### config.mk
export PLATFORM = sky130hd
export DESIGN_NAME = pc_next_unit
export DESIGN_NICKNAME = d
export VERILOG_FILES = /design/src/rtl/pc_next_unit_pkg.sv /design/src/rtl/pc_next_unit_pc_adder.sv /design/src/rtl/pc_next_unit.sv
export SDC_FILE = /design/constraint.sdc
export NUM_CORES = 1
export LEC_CHECK = 0
export CAP_MARGIN = 20
export CORE_MARGIN = 2
export CORE_UTILIZATION = 44
export DETAILED_ROUTE_END_ITERATION = 6
export PLACE_DENSITY = 0.83
export SKIP_CTS_REPAIR_TIMING = 1
export SLEW_MARGIN = 20
export SYNTH_ARGS = -nofsm -noshare
export SYNTH_HDL_FRONTEND = slang
export SYNTH_SLANG_ARGS = --single-unit
### constraint.sdc
create_clock -name clk -period 4.63 [get_ports clk]
set_clock_uncertainty 0.2 [all_clocks]
set_input_delay 0.463 -clock clk [delete_from_list [all_inputs] [get_ports clk]]
set_output_delay 0.463 -clock clk [all_outputs]
set_load 0.01 [all_outputs]
### src/rtl/pc_next_unit_pkg.sv
// Shared definitions for the MIPS program-counter stage: reset vector,
// redirect-select encoding and delay-slot FSM state codes.
package pc_next_unit_pkg;

  localparam logic [31:0] RESET_VECTOR_DEFAULT = 32'h0000_0000;
  localparam int          PC_ADDR_W            = 32;

  typedef enum logic [1:0] {
    SEL_SEQ = 2'd0,
    SEL_BR  = 2'd1,
    SEL_J   = 2'd2,
    SEL_JR  = 2'd3
  } sel_e;

  typedef enum logic {
    ST_IDLE = 1'b0,
    ST_SLOT = 1'b1
  } state_e;

endpackage

### src/rtl/pc_next_unit_pc_adder.sv
// Modulo-2^W adder; the carry out is discarded.
module pc_adder #(
  parameter int W = 32
) (
  input  logic [W-1:0] i_a,
  input  logic [W-1:0] i_b,
  output logic [W-1:0] o_sum
);

  assign o_sum = i_a + i_b;

endmodule

### src/rtl/pc_next_unit.sv
// PC stage: forms PC+4, branch, jump and JR targets and holds the PC register.
// Define PC_NEXT_DELAY_SLOT_EN to enable the architectural branch delay slot.
module pc_next_unit
  import pc_next_unit_pkg::*;
#(
  parameter logic [31:0] RESET_VECTOR = RESET_VECTOR_DEFAULT,
  parameter int          ADDR_W       = PC_ADDR_W
) (
  input  logic              clk,
  input  logic              reset,
  input  logic              en,
  input  logic              branch_taken,
  input  logic              jump,
  input  logic              jump_reg,
  input  logic [ADDR_W-1:0] imm_sl2,
  input  logic [27:0]       jidx_sl2,
  input  logic [ADDR_W-1:0] rs_val,
  output logic [ADDR_W-1:0] pc,
  output logic [ADDR_W-1:0] pc_plus4,
  output logic [ADDR_W-1:0] branch_target,
  output logic              misalign_err,
  output logic              in_delay_slot
);

  logic [ADDR_W-1:0] r_pc;
  logic              r_misalign;
  logic [ADDR_W-1:0] w_pc_plus4;
  logic [ADDR_W-1:0] w_branch_target;
  logic [ADDR_W-1:0] w_jump_target;
  logic [ADDR_W-1:0] w_redirect_target;
  logic [ADDR_W-1:0] w_pc_next;
  logic              w_misalign_next;
  logic              w_jr_misalign;
  logic              w_redirect;
  sel_e              w_sel;

  pc_adder #(.W(ADDR_W)) u_add_seq (
    .i_a   (r_pc),
    .i_b   (ADDR_W'(4)),
    .o_sum (w_pc_plus4)
  );

  pc_adder #(.W(ADDR_W)) u_add_br (
    .i_a   (w_pc_plus4),
    .i_b   (imm_sl2),
    .o_sum (w_branch_target)
  );

  assign w_jump_target = {w_pc_plus4[ADDR_W-1:ADDR_W-4], jidx_sl2};
  assign w_jr_misalign = jump_reg & (rs_val[1:0] != 2'b00);

  // A misaligned JR kills every redirect in its cycle, not just its own.
  always_comb begin
    w_sel = SEL_SEQ;
    if (jump_reg) begin
      w_sel = SEL_JR;
    end else if (jump) begin
      w_sel = SEL_J;
    end else if (branch_taken) begin
      w_sel = SEL_BR;
    end
    w_redirect = (w_sel != SEL_SEQ) && !w_jr_misalign;
  end

  always_comb begin
    w_redirect_target = w_pc_plus4;
    case (w_sel)
      SEL_BR:  w_redirect_target = w_branch_target;
      SEL_J:   w_redirect_target = w_jump_target;
      SEL_JR:  w_redirect_target = rs_val;
      default: w_redirect_target = w_pc_plus4;
    endcase
  end

`ifdef PC_NEXT_DELAY_SLOT_EN
  state_e            r_state;
  state_e            w_state_next;
  logic [ADDR_W-1:0] r_target;
  logic [ADDR_W-1:0] w_target_next;
  logic              r_dslot;
  logic              w_dslot_next;

  // Redirects are deferred by one instruction; inputs are ignored in SLOT.
  always_comb begin
    w_state_next    = r_state;
    w_target_next   = r_target;
    w_pc_next       = r_pc;
    w_misalign_next = 1'b0;
    w_dslot_next    = r_dslot;
    if (en) begin
      case (r_state)
        ST_IDLE: begin
          w_pc_next       = w_pc_plus4;
          w_misalign_next = w_jr_misalign;
          if (w_redirect) begin
            w_target_next = w_redirect_target;
            w_dslot_next  = 1'b1;
            w_state_next  = ST_SLOT;
          end
        end
        ST_SLOT: begin
          w_pc_next    = r_target;
          w_dslot_next = 1'b0;
          w_state_next = ST_IDLE;
        end
        default: begin
          w_state_next = ST_IDLE;
          w_dslot_next = 1'b0;
        end
      endcase
    end
  end

  always_ff @(posedge clk) begin
    if (reset) begin
      r_state  <= ST_IDLE;
      r_target <= '0;
      r_dslot  <= 1'b0;
    end else begin
      r_state  <= w_state_next;
      r_target <= w_target_next;
      r_dslot  <= w_dslot_next;
    end
  end

  assign in_delay_slot = r_dslot;
`else
  always_comb begin
    w_pc_next       = r_pc;
    w_misalign_next = 1'b0;
    if (en) begin
      w_pc_next       = w_redirect ? w_redirect_target : w_pc_plus4;
      w_misalign_next = w_jr_misalign;
    end
  end

  assign in_delay_slot = 1'b0;
`endif

  always_ff @(posedge clk) begin
    if (reset) begin
      r_pc       <= RESET_VECTOR;
      r_misalign <= 1'b0;
    end else begin
      r_pc       <= w_pc_next;
      r_misalign <= w_misalign_next;
    end
  end

  assign pc            = r_pc;
  assign pc_plus4      = w_pc_plus4;
  assign branch_target = w_branch_target;
  assign misalign_err  = r_misalign;

endmodule

==> summary.txt <==
Outcome
  • Status: finished clean

Timing
  • Slew at the pin closest to its max-slew limit: 971 ps
  • Final Hold Viols: 0
  • Fin crit period: 4570 ps
  • Max-slew violations: 0
  • Rel. slew slack: 34.9%
  • RSZ-0062 raised after global routing: true
  • Fmax: 219 MHz
  • Setup-violating endpoint count in the final report: 0
  • Fin crit share: 98.6%

Layout
  • Combined area of the multi-input logic cells: 3860 um^2
  • Fill count: 769
  • Share of cells above drive strength 1: 16.5%
  • Post-layout nets: 998
  • Ant diodes: 0
  • Final core utilization: 74.3%
  • Layout area overhead: 63.0%
  • Sequential cell area: 668 um^2

Synthesis
  • Post-Syn Area: 4500 um^2
  • Register area share after synthesis: 14.7%
  • Async S/R FF share, synth: 0%
  • Post-synth top cells: 62 x nand2_1, 62 x nor2_1, 58 x a21oi_1
  • Yosys reg bits: 33
  • Area contributors post-synth: dfxtp_1 15%, ha_1 11%, xnor2_1 6.6%, a21oi_1 6.5%, nand2_1 5.2%
  • Synth Net Count: 768
  • Area leader, netlist: dfxtp_1
  • Yosys cell types: 68
  • Synthesis Warnings: 0
  • Top_reg_cell synth: dfxtp_1
  • Yosys top cell area share: 14.7%
  • EDFF count, synth: 0
  • Avg Cell Area, Syn: 7.13 um^2
  • Mapped Cells: 631

Clock tree
  • Clock Sinks: 33
  • Worst-path clk slew: 90 ps
  • Worst skew pair latency: 300 ps
  • CTS tree: yes
  • Total CTS buffers: 5
  • H-tree depth: 2
  • Root Driver: clkbuf_8
  • Clk buf depth: 2

Setup path
  • Critical path class: flop to primary output
  • Worst EP required: 3970 ps
  • Crit end category: primary output
  • Reg2Reg Depth: 14
  • Worst r2r src: pc[8]$_SDFFE_PP0P_
  • Critical Path AT: 3900 ps
  • Worst setup SP type: flop
  • FF-to-FF setup slack: 760 ps
  • Reg2reg end: pc[28]$_SDFFE_PP0P_
  • Critical path fanouts, max: 5

Placement
  • Port Buffers: 194
  • DP HPWL: 15600 um
  • RePlAce Congestion: 1.00

Die
  • Initial Utilization: 45.6%
  • I/O pins: 196
  • Row cnt: 36
  • Die Wd: 105 um
  • Height of the chip: 105 um
  • Die ar.: 11100 um^2
  • Core Area: 9860 um^2

Worst hold path
  • Hold Path Stages: 2
  • Hold Startpoint: pc[3]$_SDFFE_PP0P_
  • Hold WC Path Type: flop to flop
  • Hold EP: pc[3]$_SDFFE_PP0P_

Route
  • Routed wire length per instance: 20.6 um
  • Remaining DRCs: 0
  • DR pass1 iterations: 6
  • Post-route ant nets: 0
  • DRT Wirelength: 20500 um
  • Via-per-instance ratio: 6.24
  • Routed via count: 6210
  • Initial drt markers: 545

Global routing
  • Largest net degree at the start of global routing: 32
  • First-pass GRT wire length: 30600 um
  • Grt ovf: 0
  • GRT Overall Usage: 34.9%
  • Vias in the first global route: 5878
  • Initial antenna violation count: 0

Pwr
  • Pleak: 0.00308 uW
  • Final Power: 1580 uW
  • Cell Pwr Density: 216 nW/um^2
  • Maximum VDD drop: 162 uV

Flow run
  • Max cap viols: 0
worst max-delay path: stages, from the launching register on:
cell and delay (ps):
dfxtp_2 370, ha_2 190, nand2_1 80, buf_4 150, nor2_1 180, xor2_1 280, ha_1 340, a21o_1 280
a221oi_4 380, o21a_1 200, a21oi_2 90, nor2_2 170, xnor2_1 260, clkdlybuf4s50_1 630
flip-flops by register name, indices dropped and copies added (netlist names):
signal / count
pc: 32
misalign_err: 1
cells by family (layout without fill, tap and decap cells):
family                     Yosys count  after routing  synth area share (%)
AOI/OAI and AO/OA                  219            219                  32.3
and+or+nand+nor                    230            230                  25.4
muxes                                3              3                 0.695
xor gates and xnor gates            56             56                  11.1
other                                1              1                0.0833
adders and majority gates           39             39                  11.0
buffers and inverters               50            281                  4.70
DFF                                 33             33                  14.7
worst max path at each step:
stage,to,startpoint,slack (ps)
floorplan,branch_target[28],pc[4]$_SDFFE_PP0P_,260
global placement,branch_target[26],imm_sl2[0],10
detailed placement,branch_target[26],imm_sl2[0],-20
CTS,branch_target[26],pc[3]$_SDFFE_PP0P_,-410
global route,branch_target[13],pc[3]$_SDFFE_PP0P_,-40
finish,branch_target[20],pc[3]$_SDFFE_PP0P_,60
layout make-up:
class                           instances  share of cell area, %
Timing Repair Buffer                  263                   33.9
Sequential cell                        33                   9.11
Inverter                               10                  0.512
Clock inverter                          2                  0.512
Multi-Input combinational cell        548                   52.6
Clock buffer                            6                   1.13
Tap cell                              133                   2.27
metal layers:
metal	track usage (%)	vias to the layer above	part of all wire, %
met2	56.8	444	46
met5	0	-	0
met1	45.1	2882	39
li1	-	2814	-
met3	6.86	70	11
met4	13.9	0	4.3
placed cells by master, fill, tap and decap left out, drive strengths merged, types with 9 or more instances in the layout:
cell type	Yosys	layout
a221oi	10	10
dfxtp	33	33
o21ai	44	44
nand2	62	62
buf	12	69
nor3	19	19
nand3	20	20
a31oi	14	14
a221o	10	10
clkdlybuf4s50	0	183
xor2	22	22
inv	9	9
a21o	15	15
nand4	15	15
dlymetal6s2s	0	10
nor2	62	62
xnor2	34	34
ha	38	38
a21oi	58	58
report_power, final:
part	switching (uW)	internal [uW]
Combinational	464	474
Sequential	29.3	305
Clock	135	175
stage by stage:
stage / setup WS, ps / setup TNS [ps] / cells / cell area [um^2] / hold slack [ps]
2_1_floorplan: 264 / 0 / 631 / 4500 / 350
3_3_place_gp: 12.3 / 0 / 978 / 6890 / 327
3_5_place_dp: -20.9 / -20.9 / 978 / 6890 / 337
4_1_cts: -411 / -2950 / 986 / 7010 / 348
5_1_grt: -41.1 / -161 / 995 / 7330 / 363
6_report: 63.7 / 0 / 995 / 7330 / 342
Note: power is estimated with default switching activity, not from simulation.
